`src/rtl/quant_ctrl_4x4_if.sv`:
```
// Requester, quantizer and result signals of quant_ctrl_4x4; slave is the controller side, master the surrounding pipeline.
interface quant_ctrl_4x4_if #(
  parameter int BIT_LENGTH = 15,
  parameter int QP_WIDTH   = 6
) ();
  logic                         intra_valid;
  logic                         intra_ready;
  logic [QP_WIDTH-1:0]          intra_qp;
  logic [15:0][BIT_LENGTH:0]    intra_coeffs;
  logic                         inter_valid;
  logic                         inter_ready;
  logic [QP_WIDTH-1:0]          inter_qp;
  logic [15:0][BIT_LENGTH:0]    inter_coeffs;
  logic                         q_enable;
  logic                         q_mode;
  logic [3:0]                   q_qp_div6;
  logic [2:0]                   q_qp_mod6;
  logic [4:0]                   q_qbits;
  logic [15:0][BIT_LENGTH:0]    q_coeffs;
  logic [15:0][BIT_LENGTH:0]    q_result;
  logic                         out_valid;
  logic                         out_ready;
  logic                         out_src;
  logic [15:0][BIT_LENGTH:0]    out_coeffs;

  modport slave (
    input  intra_valid, intra_qp, intra_coeffs,
    input  inter_valid, inter_qp, inter_coeffs,
    input  q_result, out_ready,
    output intra_ready, inter_ready,
    output q_enable, q_mode, q_qp_div6, q_qp_mod6, q_qbits, q_coeffs,
    output out_valid, out_src, out_coeffs
  );

  modport master (
    output intra_valid, intra_qp, intra_coeffs,
    output inter_valid, inter_qp, inter_coeffs,
    output q_result, out_ready,
    input  intra_ready, inter_ready,
    input  q_enable, q_mode, q_qp_div6, q_qp_mod6, q_qbits, q_coeffs,
    input  out_valid, out_src, out_coeffs
  );
endinterface

```
`src/rtl/quant_ctrl_4x4.sv`:
```
// Round-robin intra/inter front end for one shared 4x4 quantizer: accept to out_valid is QUANT_LATENCY+2 cycles, one block in flight, requesters stall until the result drains.
// Defining QUANT_CTRL_STATS_EN adds per-source completion counters and an output stall counter.
module quant_ctrl_4x4 #(
  parameter int BIT_LENGTH    = 15,
  parameter int QUANT_LATENCY = 1,
  parameter int QP_WIDTH      = 6
) (
  input  logic clk,
  input  logic reset,
  quant_ctrl_4x4_if.slave bus
`ifdef QUANT_CTRL_STATS_EN
  ,
  output logic [15:0] stat_intra_cnt,
  output logic [15:0] stat_inter_cnt,
  output logic [15:0] stat_stall_cnt
`endif
);

  typedef enum logic [1:0] {IDLE, ISSUE, WAIT, HOLD} state_t;

  state_t              state;
  logic                last_intra;
  logic [3:0]          cnt;
  logic                grant_intra;
  logic                grant_inter;
  logic                xfer;
  logic [QP_WIDTH-1:0] sel_qp;
  logic [5:0]          qp_c;
  logic [3:0]          div6;
  logic [2:0]          mod6;

  // Tie goes to whichever source did not win the previous transfer.
  always_comb begin
    grant_intra = bus.intra_valid & (~bus.inter_valid | ~last_intra);
    grant_inter = bus.inter_valid & (~bus.intra_valid | last_intra);
    xfer        = (state == IDLE) & ~reset & (grant_intra | grant_inter);
    sel_qp      = grant_intra ? bus.intra_qp : bus.inter_qp;
    qp_c        = (sel_qp > QP_WIDTH'(51)) ? 6'd51 : 6'(sel_qp);
    div6        = 4'd0;
    for (int k = 1; k <= 8; k++) begin
      if (qp_c >= 6'(6 * k)) div6 = 4'(k);
    end
    mod6        = 3'(qp_c - 6'(div6) * 6'd6);
  end

  assign bus.intra_ready = (state == IDLE) & ~reset & grant_intra;
  assign bus.inter_ready = (state == IDLE) & ~reset & grant_inter;

  always_ff @(posedge clk) begin
    if (reset) begin
      state          <= IDLE;
      last_intra     <= 1'b0;
      cnt            <= 4'd0;
      bus.q_enable   <= 1'b0;
      bus.q_mode     <= 1'b0;
      bus.q_qp_div6  <= 4'd0;
      bus.q_qp_mod6  <= 3'd0;
      bus.q_qbits    <= 5'd0;
      bus.q_coeffs   <= '0;
      bus.out_valid  <= 1'b0;
      bus.out_src    <= 1'b0;
      bus.out_coeffs <= '0;
`ifdef QUANT_CTRL_STATS_EN
      stat_intra_cnt <= 16'd0;
      stat_inter_cnt <= 16'd0;
      stat_stall_cnt <= 16'd0;
`endif
    end else begin
      bus.q_enable <= 1'b0;
      case (state)
        IDLE: begin
          if (xfer) begin
            state         <= ISSUE;
            bus.q_enable  <= 1'b1;
            bus.q_mode    <= grant_intra;
            bus.q_coeffs  <= grant_intra ? bus.intra_coeffs : bus.inter_coeffs;
            bus.q_qp_div6 <= div6;
            bus.q_qp_mod6 <= mod6;
            bus.q_qbits   <= 5'd15 + 5'(div6);
            last_intra    <= grant_intra;
          end
        end
        ISSUE: begin
          cnt   <= 4'(QUANT_LATENCY);
          state <= WAIT;
        end
        WAIT: begin
          cnt <= cnt - 4'd1;
          // The cycle the count would hit zero is the one where q_result is valid.
          if (cnt == 4'd1) begin
            bus.out_coeffs <= bus.q_result;
            bus.out_src    <= bus.q_mode;
            bus.out_valid  <= 1'b1;
            state          <= HOLD;
          end
        end
        HOLD: begin
          if (bus.out_ready) begin
            bus.out_valid <= 1'b0;
            state         <= IDLE;
`ifdef QUANT_CTRL_STATS_EN
            if (bus.out_src) stat_intra_cnt <= stat_intra_cnt + 16'd1;
            else             stat_inter_cnt <= stat_inter_cnt + 16'd1;
          end else begin
            stat_stall_cnt <= stat_stall_cnt + 16'd1;
`endif
          end
        end
        default: state <= IDLE;
      endcase
    end
  end

endmodule

```
`src/flat_wrapper.sv`:
```
// flat-port wrapper written by rule: the top's interface ports become plain ports
module quant_ctrl_4x4_flat 
#(
  parameter int BIT_LENGTH    = 15,
  parameter int QUANT_LATENCY = 1,
  parameter int QP_WIDTH      = 6
)
  (clk, reset, bus_intra_valid, bus_intra_qp, bus_intra_coeffs, bus_inter_valid, bus_inter_qp, bus_inter_coeffs, bus_q_result, bus_out_ready, bus_intra_ready, bus_inter_ready, bus_q_enable, bus_q_mode, bus_q_qp_div6, bus_q_qp_mod6, bus_q_qbits, bus_q_coeffs, bus_out_valid, bus_out_src, bus_out_coeffs);
  quant_ctrl_4x4_if #(.BIT_LENGTH(BIT_LENGTH), .QP_WIDTH(QP_WIDTH)) bus_i ();
  input  logic clk;
  input  logic reset;
  input wire logic [$bits(bus_i.intra_valid)-1:0] bus_intra_valid;
  input wire logic [$bits(bus_i.intra_qp)-1:0] bus_intra_qp;
  input wire logic [$bits(bus_i.intra_coeffs)-1:0] bus_intra_coeffs;
  input wire logic [$bits(bus_i.inter_valid)-1:0] bus_inter_valid;
  input wire logic [$bits(bus_i.inter_qp)-1:0] bus_inter_qp;
  input wire logic [$bits(bus_i.inter_coeffs)-1:0] bus_inter_coeffs;
  input wire logic [$bits(bus_i.q_result)-1:0] bus_q_result;
  input wire logic [$bits(bus_i.out_ready)-1:0] bus_out_ready;
  output wire logic [$bits(bus_i.intra_ready)-1:0] bus_intra_ready;
  output wire logic [$bits(bus_i.inter_ready)-1:0] bus_inter_ready;
  output wire logic [$bits(bus_i.q_enable)-1:0] bus_q_enable;
  output wire logic [$bits(bus_i.q_mode)-1:0] bus_q_mode;
  output wire logic [$bits(bus_i.q_qp_div6)-1:0] bus_q_qp_div6;
  output wire logic [$bits(bus_i.q_qp_mod6)-1:0] bus_q_qp_mod6;
  output wire logic [$bits(bus_i.q_qbits)-1:0] bus_q_qbits;
  output wire logic [$bits(bus_i.q_coeffs)-1:0] bus_q_coeffs;
  output wire logic [$bits(bus_i.out_valid)-1:0] bus_out_valid;
  output wire logic [$bits(bus_i.out_src)-1:0] bus_out_src;
  output wire logic [$bits(bus_i.out_coeffs)-1:0] bus_out_coeffs;
  assign bus_i.intra_valid = bus_intra_valid;
  assign bus_i.intra_qp = bus_intra_qp;
  assign bus_i.intra_coeffs = bus_intra_coeffs;
  assign bus_i.inter_valid = bus_inter_valid;
  assign bus_i.inter_qp = bus_inter_qp;
  assign bus_i.inter_coeffs = bus_inter_coeffs;
  assign bus_i.q_result = bus_q_result;
  assign bus_i.out_ready = bus_out_ready;
  assign bus_intra_ready = bus_i.intra_ready;
  assign bus_inter_ready = bus_i.inter_ready;
  assign bus_q_enable = bus_i.q_enable;
  assign bus_q_mode = bus_i.q_mode;
  assign bus_q_qp_div6 = bus_i.q_qp_div6;
  assign bus_q_qp_mod6 = bus_i.q_qp_mod6;
  assign bus_q_qbits = bus_i.q_qbits;
  assign bus_q_coeffs = bus_i.q_coeffs;
  assign bus_out_valid = bus_i.out_valid;
  assign bus_out_src = bus_i.out_src;
  assign bus_out_coeffs = bus_i.out_coeffs;
  quant_ctrl_4x4 #(.BIT_LENGTH(BIT_LENGTH), .QUANT_LATENCY(QUANT_LATENCY), .QP_WIDTH(QP_WIDTH)) u_core (.clk(clk), .reset(reset), .bus(bus_i));
endmodule
```
`config.mk`:
```
export PLATFORM = sky130hd
export DESIGN_NAME = quant_ctrl_4x4_flat
export DESIGN_NICKNAME = d
export VERILOG_FILES = /design/src/rtl/quant_ctrl_4x4_if.sv /design/src/rtl/quant_ctrl_4x4.sv /design/src/flat_wrapper.sv
export SDC_FILE = /design/constraint.sdc
export NUM_CORES = 1
export LEC_CHECK = 0
export ABC_AREA = 1
export CAP_MARGIN = 15
export CELL_PAD_IN_SITES_DETAIL_PLACEMENT = 0
export CELL_PAD_IN_SITES_GLOBAL_PLACEMENT = 2
export CORE_AREA = 8 8 507 509
export CTS_CLUSTER_DIAMETER = 100
export DETAILED_ROUTE_END_ITERATION = 8
export DIE_AREA = 0 0 515 517
export GPL_TIMING_DRIVEN = 0
export HOLD_SLACK_MARGIN = 0.06
export PLACE_DENSITY_LB_ADDON = 0.1
export SLEW_MARGIN = 20
export SYNTH_ARGS = -nofsm -noshare
export SYNTH_HDL_FRONTEND = slang
export SYNTH_SLANG_ARGS = --single-unit
```
`constraint.sdc`:
```
create_clock -name clk -period 2.3 [get_ports clk]
set_clock_uncertainty 0.15 [all_clocks]
set_input_delay 0.575 -clock clk [delete_from_list [all_inputs] [get_ports clk]]
set_output_delay 0.575 -clock clk [all_outputs]
set_load 0.005 [all_outputs]
```
**After elaboration in Yosys (flattened, before gate mapping)**

Cells that the tools add are included.

- Mux-type cells: 20
- Add/subtract/negate cells: 3
- Reductions and logical operators: 8
- Multipliers: 1
- $lt $le $gt $ge: 9
- Bitwise logic cells: 14
- Eq/ne operators: 7
- Shift-type cells: 0
- Divide/modulo/power cells: 0

Operator list:

| operator | count |
|---|---|
| 256-bit 2-to-1 mux | 1 |
| 6-bit by 5-bit greater-or-equal comparator with 1-bit output (second input constant) | 3 |
| 6-bit greater-or-equal comparator (second input constant) | 3 |
| 3-bit 2-to-1 mux | 4 |
| 6-bit 2-to-1 mux | 2 |
| 2-bit 2-to-1 mux | 5 |
| 2-bit case mux with 4 select lines | 1 |
| 4-bit case mux with 2 select lines | 1 |
| 1-bit bitwise AND | 6 |
| 6-bit by 3-bit greater-or-equal comparator with 1-bit output (second input constant) | 1 |
| 6-bit by 4-bit greater-or-equal comparator with 1-bit output (second input constant) | 1 |
| 6-bit > comparator (second input constant) | 1 |
| 3-bit AND reduction | 2 |
| 4-bit by 4-bit adder with 5-bit output (first input constant) | 1 |
| 1-bit inverter | 5 |
| 2-bit == test (second input constant) | 2 |
| 4-bit by 1-bit == test with 1-bit output (second input constant) | 1 |
| 4-bit by 2-bit multiplier with 2-bit output (second input constant) | 1 |
| 1-bit 2-to-1 mux | 4 |
| 4-bit 2-to-1 mux | 1 |
| 2-bit by 1-bit inequality test with 1-bit output (second input constant) | 2 |
| 2-bit AND reduction | 2 |
| 2-bit nonzero test | 2 |
| 4-bit by 1-bit subtractor with 4-bit output (second input constant) | 1 |
| other kinds (7) | 9 |

- Output and inout bits: 530
- Bits in registers: 534
- Latch bits: 0
- Memories: 0
- Bits in writable memories: 0
- Bits in read-only memories: 0
- Word-level logic and storage cells: 103
- Input bits: 785

**Longest topological paths before layout**

Gate-level depths: netlist of run 1.

- Depth after elaboration: 17
- Mapped depth: 18
- Gate-level depth less buffers: 17

**Worst setup path after synthesis of run 1**

OpenSTA, ideal clock, no wires.

- Kind: input -> register
- From: input port bus_inter_valid
- To: register u_core.bus.q_qp_mod6[2]
- Buffers on the path: 1
- Arrival time: 2208 ps
- Slack: -178 ps
- Required time: 2030 ps
- Stages: 17
- Cell sequence: nand2_2 > nand2_4 > buf_6 > nand2_4 > nand2_4 > inv_2 > nand2_1 > nor2_2 > nand2_1 > nand2_1 > nand2_2 > nand2_4 > inv_1 > ha_1 > xor2_1 > xor2_1 > a21oi_1

- Word-level cells in the longest chain between the ends: 17
- Elaborated cells on any way between the ends: 28

Ends and longest elaborated chain:

| what | line | text |
|---|---|---|
| from (decl) | flat_wrapper.sv:15 | `input wire logic [$bits(bus_i.inter_valid)-1:0] bus_inter_valid;` |
| 1-bit inverter * | quant_ctrl_4x4.sv:34 | `grant_intra = bus.intra_valid & (~bus.inter_valid \| ~last_intra);` |
| 1-bit OR * | quant_ctrl_4x4.sv:34 |  |
| 1-bit bitwise AND * | quant_ctrl_4x4.sv:34 |  |
| 6-bit 2-to-1 mux * | quant_ctrl_4x4.sv:37 | `sel_qp = grant_intra ? bus.intra_qp : bus.inter_qp;` |
| 6-bit > comparator | quant_ctrl_4x4.sv:38 | `qp_c = (sel_qp > QP_WIDTH'(51)) ? 6'd51 : 6'(sel_qp);` |
| 6-bit 2-to-1 mux * | quant_ctrl_4x4.sv:38 |  |
| 6-bit by 3-bit greater-or-equal comparator with 1-bit output | quant_ctrl_4x4.sv:41 | `if (qp_c >= 6'(6 * k)) div6 = 4'(k);` |
| 1-bit 2-to-1 mux | quant_ctrl_4x4.sv:41 |  |
| 2-bit 2-to-1 mux (2 in a row) | quant_ctrl_4x4.sv:41 |  |
| 3-bit 2-to-1 mux (4 in a row) | quant_ctrl_4x4.sv:41 |  |
| 4-bit 2-to-1 mux * | quant_ctrl_4x4.sv:41 |  |
| net u_core.div6[0] | quant_ctrl_4x4.sv:29 | `logic [3:0] div6;` |
| 4-bit by 2-bit multiplier with 2-bit output * | quant_ctrl_4x4.sv:43 | `mod6 = 3'(qp_c - 6'(div6) * 6'd6);` |
| 3-bit subtractor * | quant_ctrl_4x4.sv:43 |  |
| to (signal assigned) | quant_ctrl_4x4.sv:78 | `bus.q_qp_mod6 <= mod6;` |
| to (decl) | quant_ctrl_4x4_if.sv:31 | `output q_enable, q_mode, q_qp_div6, q_qp_mod6, q_qbits, q_coeffs,` |

Mark *: on every way through the listed nets, which the timed path passes. The rest lies on a longest branch.
A chain may end at the register's enable or synchronous reset.

**Final worst setup path of run 1**

- From: register u_core.last_intra
- To: output port bus_intra_ready

- Word-level cells in the longest chain between the ends: 4

Ends and longest elaborated chain:

| what | line | text |
|---|---|---|
| from (decl) | quant_ctrl_4x4.sv:22 | `logic last_intra;` |
| from (signal assigned) | quant_ctrl_4x4.sv:80 | `last_intra <= grant_intra;` |
| 1-bit inverter | quant_ctrl_4x4.sv:34 |  |
| 1-bit OR | quant_ctrl_4x4.sv:34 |  |
| 1-bit bitwise AND | quant_ctrl_4x4.sv:34 |  |
| 1-bit bitwise AND | quant_ctrl_4x4.sv:46 | `assign bus.intra_ready = (state == IDLE) & ~reset & grant_intra;` |
| to (decl) | flat_wrapper.sv:20 | `output wire logic [$bits(bus_i.intra_ready)-1:0] bus_intra_ready;` |

No other way between the ends.

==> flow_metrics.tcl, run 1 <==
set metrics [dict create \
    cap_violations 0 \
    num_vias 25500 \
    r2r_slack_ns -0.13 \
    synth-simple-area-share_pct 20.6 \
    fp.dieArea_mm2 0.266 \
    utilization_pct 16.6 \
    grtUsageTotal_pct 14.5 \
    cellLeakagePower_uw 0.0177 \
    rr_startpoint "u_core.last_intra" \
    arrival_ns 1.71 \
    io_pins 1315 \
    clk-insertion-delay-late_ns 0.69 \
    cts_tree "built" \
    synthFlopType "dfxtp_1" \
    setup_viol 3 \
    core-area_mm2 0.250 \
    dpl_worst_slack_ns -1.55 \
    drc 0 \
    grt_pass1_wl_um 262000 \
    row_count 184 \
    area_delta_synth_final_pct 99.9 \
    portBuffers 1313 \
    fin_crit_sh_pct 106 \
    grt_max_degree 20 \
    hold_viol 0 \
    wl_per_cell_um 26.9 \
    cp_max_fo 6 \
    r2r_end "u_core.bus.q_qp_mod6[2]" \
    worst_slack_ns -0.135 \
    synth_nets 3502 \
    drt-vias-per-instance 3.35 \
    critical_path_class "register to output port" \
    slew_headroom_pct 41.8 \
    drive_gt1_share_pct 10.9 \
    antenna_found_initial 188 \
    cts-htree-levels 3 \
    drtPass1Iterations 5 \
    finalWeightedCongestion 0.757 \
    initial_utilization_pct 8.28 \
    rr_worst_depth 15 \
    synthAdderAreaFrac_pct 0.424 \
    ys_seq_elements 534 \
    worst_pin_slew_ns 0.874 \
    synth_cell_types 34 \
    holdCritPathClass "primary input to register" \
    cp.required_ns 1.57 \
    overflow 0 \
    vdd_ir_drop_max_uv 559 \
    power_density_mw_per_mm2 894 \
    yosys.area_share.xor_xnor_pct 0.0848 \
    status "complete, but fails checks" \
    synth_edf_count 0 \
    cts_root_buf "clkbuf_16" \
    fmax_ghz 0.411 \
    ys_warn_count 0 \
    drt_iter0_drc 1005 \
    dp_hpwl_um 169000 \
    hold_end "u_core.bus.q_coeffs[146]" \
    hold_path_depth 3 \
    cts.clk_slew.worst_paths_ns 0.06 \
    synth_top_family_by_area "compound AO/OA/AOI/OAI gates" \
    cts_buffer_depth 3 \
    die_x_um 515 \
    grt_setup_unrepaired "yes" \
    die_y_um 517 \
    slew_viol_final 0 \
    period_needed_ns 2.43 \
    postRouteAntennaNets 0 \
    grt_pass1_vias 26600 \
    nets 4935 \
    holdWs_ns 0.260 \
    cts_sinks 534 \
    netlist_area_mm2 0.0207 \
    endpoint_kind "output port" \
    syn_inst 2710 \
    drt_wl_total_um 204000 \
    violations "setup timing" \
    synthMuxAreaShare_pct 0 \
    cp-start-kind "register" \
    avgSynthCellArea_um2 7.63 \
    hp-start "bus_inter_coeffs[146]" \
    seq_area_frac_synth_pct 51.7 \
    cts_buffers 89 \
    synth_compound_area_share_pct 21.2 \
    ys_async_sr_fraction_pct 0 \
]
==> cell families after synthesis <==
group	Yosys count
AOI/OAI and AO/OA	807
and+or+nand+nor	1105
xor gates and xnor gates	2
adders and majority gates	7
buffers and inverters	255
DFF	534
==> through the flow <==
| stage | cells | total power, uW | cell area (um2) | TNS [ns] |
|---|---|---|---|---|
| 2_1_floorplan | 2710 | 15800 | 20700 | -0.0919 |
| 3_3_place_gp | 7371 | 24600 | 38000 | -568.80 |
| 3_5_place_dp | 7371 | 24500 | 38100 | -569.41 |
| 4_1_cts | 7545 | 38200 | 41000 | -0.803 |
| 5_1_grt | 7565 | 39300 | 41200 | -1.10 |
| 6_report | 7591 | 36900 | 41300 | -0.335 |
==> worst max path at each step <==
stage | from | end | slack [ns]
6_report | u_core.last_intra | bus_intra_ready | -0.13
5_1_grt | u_core.last_intra | u_core.bus.q_qp_mod6[2] | -0.33
4_1_cts | u_core.last_intra | bus_inter_ready | -0.34
3_5_place_dp | bus_inter_valid | u_core.bus.q_coeffs[109] | -1.55
3_3_place_gp | bus_inter_valid | u_core.bus.q_coeffs[109] | -1.53
2_1_floorplan | bus_inter_valid | u_core.bus.q_qp_mod6[2] | -0.09
==> sequential cells by signal, indices dropped and copies added (netlist names) <==
signal and count:
u_core.bus.out_coeffs 256, u_core.bus.q_coeffs 256, u_core.bus.q_qbits 5, u_core.bus.q_qp_div6 4, u_core.cnt 4, u_core.bus.q_qp_mod6 3, u_core.state 2, u_core.bus.out_src 1
u_core.bus.out_valid 1, u_core.bus.q_enable 1, u_core.last_intra 1
==> placed cells by master, fill, tap and decap left out, drive strengths merged, types with 3 or more instances in the layout <==
cell and instances:
buf 108, nand3 7, clkdlybuf4s15 58, nor3 4, a21oi 18, clkbuf 285, and3 3, dfxtp 534
bufinv 3, clkdlybuf4s50 781, ha 7, a31oi 257, diode 38, inv 26, nor2 531, o21ai 529
dlygate4sd2 465, nand2 559, clkinv 18
==> area by class of cell <==
type	count	area, um2
Antenna cell	38	95.1
Buffer	228	1400
Clock buffer	129	2530
Clock inverter	24	363
Fill cell	28600	208000
Inverter	25	120
Multi-Input combinational cell	1921	8990
Sequential cell	534	10700
Tap cell	3348	4190
Timing Repair Buffer	1344	12900
==> Yosys cell counts, types with 7 or more instances <==
master | n | area, um2
a21oi_1 | 17 | 85.1
a31oi_1 | 257 | 1610
buf_2 | 41 | 205
buf_4 | 7 | 52.6
buf_6 | 25 | 282
clkbuf_1 | 156 | 586
dfxtp_1 | 534 | 10700
ha_1 | 7 | 87.6
inv_1 | 17 | 63.8
nand2_1 | 548 | 2060
nand2_2 | 7 | 43.8
nor2_1 | 525 | 1970
o21ai_0 | 305 | 1530
o21ai_1 | 221 | 1110
==> layer usage <==
metal  global-route usage, %  share of wire [%]  wire [um]  vias up
met4                    3.74                2.9       6010      176
met3                    7.89                 11      22400      417
met5                       0               0.55       1130        -
met1                    14.6                 36      73100    11700
li1                        -                  -          -    12100
met2                    26.1                 50     102000     1096
==> timing repair <==
| item | CTS | global route |
|---|---|---|
| cloned | 0 | 1 |
| endpoints found under the hold margin | 7 | 0 |
| gates resized for setup | 830 | 91 |
| hold buffers | 1 | 0 |
| buffers inserted | 22 | 7 |
| pin swaps | 17 | 12 |
| endpoints found under the setup margin | 1059 | 282 |
==> critical path: stages, from the launching register on <==
cell and delay, ns:
dfxtp_4 0.39, nand2_8 0.09, nand2_8 0.10, buf_6 0.16, nor2_4 0.11, buf_6 0.15
==> where the power goes <==
part | internal (uW) | total [uW] | switching, uW | leakage, uW
logic | 4810 | 11400 | 6560 | 0.0120
clock network | 8010 | 13700 | 5730 | 0.00140
registers | 10900 | 11800 | 884 | 0.00437
total | 23800 | 36900 | 13200 | 0.0177
No activity file was read; power rests on OpenSTA's default activity.
==> run 2: changes to the inputs <==
- ABC_CLOCK_PERIOD_IN_PS: unset -> 2300
- CORE_AREA: 8 8 507 509 -> 8 8 500 502
- DIE_AREA: 0 0 515 517 -> 0 0 508 510
- DONT_BUFFER_PORTS: unset -> 1
==> flow_metrics.tcl, run 2 (synthesis gave the netlist of run 1 again) <==
set metrics [dict create \
    cts.clk_slew.worst_paths_ns 0.05 \
    cts-htree-levels 3 \
    portBuffers 0 \
    critical_path_class "register to register" \
    cap_violations 0 \
    drt_wl_total_um 193000 \
    worst_slack_ns -0.377 \
    hold_end "u_core.bus.q_qbits[4]" \
    hold_path_depth 6 \
    holdCritPathClass "primary input to register" \
    period_needed_ns 2.68 \
    hold_viol 0 \
    cts_buffers 89 \
    final_common_cell "dlygate4sd3_1" \
    grt_max_degree 14 \
    cts_root_buf "clkbuf_16" \
    layout_common_cells "772 x dlygate4sd3_1, 543 x nand2_1, 533 x dfxtp_1" \
    arrival_ns 3.10 \
    drtPass1Iterations 5 \
    worst_pin_slew_ns 1.06 \
    fp.dieArea_mm2 0.259 \
    num_vias 23400 \
    r2r_slack_ns -0.38 \
    postRouteAntennaNets 0 \
    io_pins 1315 \
    reg_top3 "u_core.bus.out_coeffs: 256 flops, u_core.bus.q_coeffs: 256 flops, u_core.bus.q_qbits: 5 flops" \
    rr_worst_depth 16 \
    final-seq-area_mm2 0.0107 \
    cp-start-kind "register" \
    path_delay_family "simple AND/OR/NAND/NOR gates" \
    dp_hpwl_um 157000 \
    cpMaxStageDelayCell "dfxtp_4" \
    grt_pass1_wl_um 248000 \
    cts_buffer_depth 3 \
    cp_cell_sequence "nand2_8 > nand2_8 > buf_12 > buf_6 > o21ai_4 > nor2_2 > nor2_2 > nand2_1 > nand2_1 > nand2_2 > nand2_4 > inv_2 > ha_4 > xor2_2 > xor2_1 > a21oi_1" \
    cp_max_fo 6 \
    hp-start "bus_inter_qp[5]" \
    area_delta_synth_final_pct 80.0 \
    drt-vias-per-instance 3.37 \
    row_count 181 \
    r2r_end "u_core.bus.q_qp_mod6[2]" \
    nets 4417 \
    multi_input_area_mm2 0.00905 \
    initial_utilization_pct 8.54 \
    cp.required_ns 2.72 \
    antenna_found_initial 107 \
    drt_iter0_drc 1077 \
    wl_per_cell_um 27.7 \
    cts_sinks 534 \
    endpoint_kind "register" \
    status "complete, but fails checks" \
    fmax_ghz 0.373 \
    fin_crit_sh_pct 116 \
    finalWeightedCongestion 0.777 \
    cts_tree "built" \
    clk-insertion-delay-late_ns 0.68 \
    drc 0 \
    cellLeakagePower_uw 0.0143 \
    slew_headroom_pct 29.5 \
    vdd_ir_drop_max_uv 534 \
    core-area_mm2 0.242 \
    crit_buf_inv 3 \
    setup_viol 14 \
    grtUsageTotal_pct 13.9 \
    n_fill_cell 27700 \
    grt_setup_unrepaired "yes" \
    rr_startpoint "u_core.last_intra" \
    violations "setup timing" \
    power_density_mw_per_mm2 972 \
    grt_pass1_vias 25200 \
    final_cell_count_no_fill 6945 \
    drive_gt1_share_pct 11.4 \
    die_x_um 508 \
    slew_viol_final 0 \
    holdWs_ns 0.260 \
    max_stage_delay_ns 0.42 \
    die_y_um 510 \
    overflow 0 \
    place_inst 5913 \
]
[run 2: cell types whose count changed in the layout (fill, tap and decap cells not counted), moves of 23 or more]
| cell | delta |
|---|---|
| dlygate4sd2_1 | -465 |
| clkdlybuf4s15_1 | -23 |
| dlygate4sd3_1 | +771 |
| clkdlybuf4s50_1 | -781 |
| clkdlybuf4s15_2 | -35 |
| dfxtp_1 | +23 |
[run 2: tightest hold or removal path: stages]
cell	delay, ns
nand2_8	0.06
nand2_8	0.07
nand2_2	0.12
inv_2	0.08
nor2_4	0.08
a21oi_2	0.05
[run 2: worst max-delay path by stage]
stage | start | end | slack, ns | cells after the start
after CTS | u_core.last_intra | u_core.bus.q_qp_mod6[2] | -0.45 | 17
after global routing | u_core.last_intra | u_core.bus.q_qp_mod6[2] | -0.57 | 16
after floorplan | bus_inter_valid | u_core.bus.q_qp_mod6[2] | -0.09 | 15
after detailed placement | u_core.last_intra | u_core.bus.q_coeffs[119] | -1.62 | 7
final | u_core.last_intra | u_core.bus.q_qp_mod6[2] | -0.38 | 16
after global placement | u_core.last_intra | u_core.bus.q_coeffs[120] | -1.64 | 7
[run 2: per-layer routing]
layer / track usage (%) / routed length, um
met1: 14.5 / 69900
met2: 25.5 / 98700
met3: 6.41 / 19600
met4: 2.87 / 3940
met5: 0 / 373
[run 2: cell type report]
cell class	instances	share of cell area, %
Antenna cell	56	0.377
Clock inverter	29	1.01
Multi-Input combinational cell	1921	24.3
Tap cell	3202	10.8
Clock buffer	124	6.64
Timing Repair inverter	1	0.0303
Sequential cell	534	28.8
Buffer	228	4.66
Inverter	25	0.343
Timing Repair Buffer	825	23.1
[run 2: timing repair]
action                                 in CTS  in global routing
endpoints found under the hold margin     520                  0
resized for setup                         158                210
gates cloned                                1                 22
hold buffers                              772                  0
setup endpoints to repair                 534                495
pin swaps                                  16                 16
setup buffers                              18                 12
[run 2: power breakdown]
group / switching, uW / internal (uW)
Sequential: 2560 / 10900
Combinational: 5110 / 3920
Clock: 5680 / 7960
[run 2: stage by stage]
step | worst slack [ns] | total power [uW] | instance area, um2 | TNS, ns | utilization (%)
after global routing | -0.568 | 38400 | 37200 | -17.24 | 15.4
after floorplan | -0.0919 | 15800 | 20700 | -0.0919 | -
after global placement | -1.64 | 20300 | 24700 | -623.49 | 10.2
final | -0.377 | 36200 | 37200 | -0.942 | 15.4
after CTS | -0.446 | 36100 | 36000 | -38.49 | 14.9
after detailed placement | -1.62 | 20200 | 24800 | -621.30 | 10.2
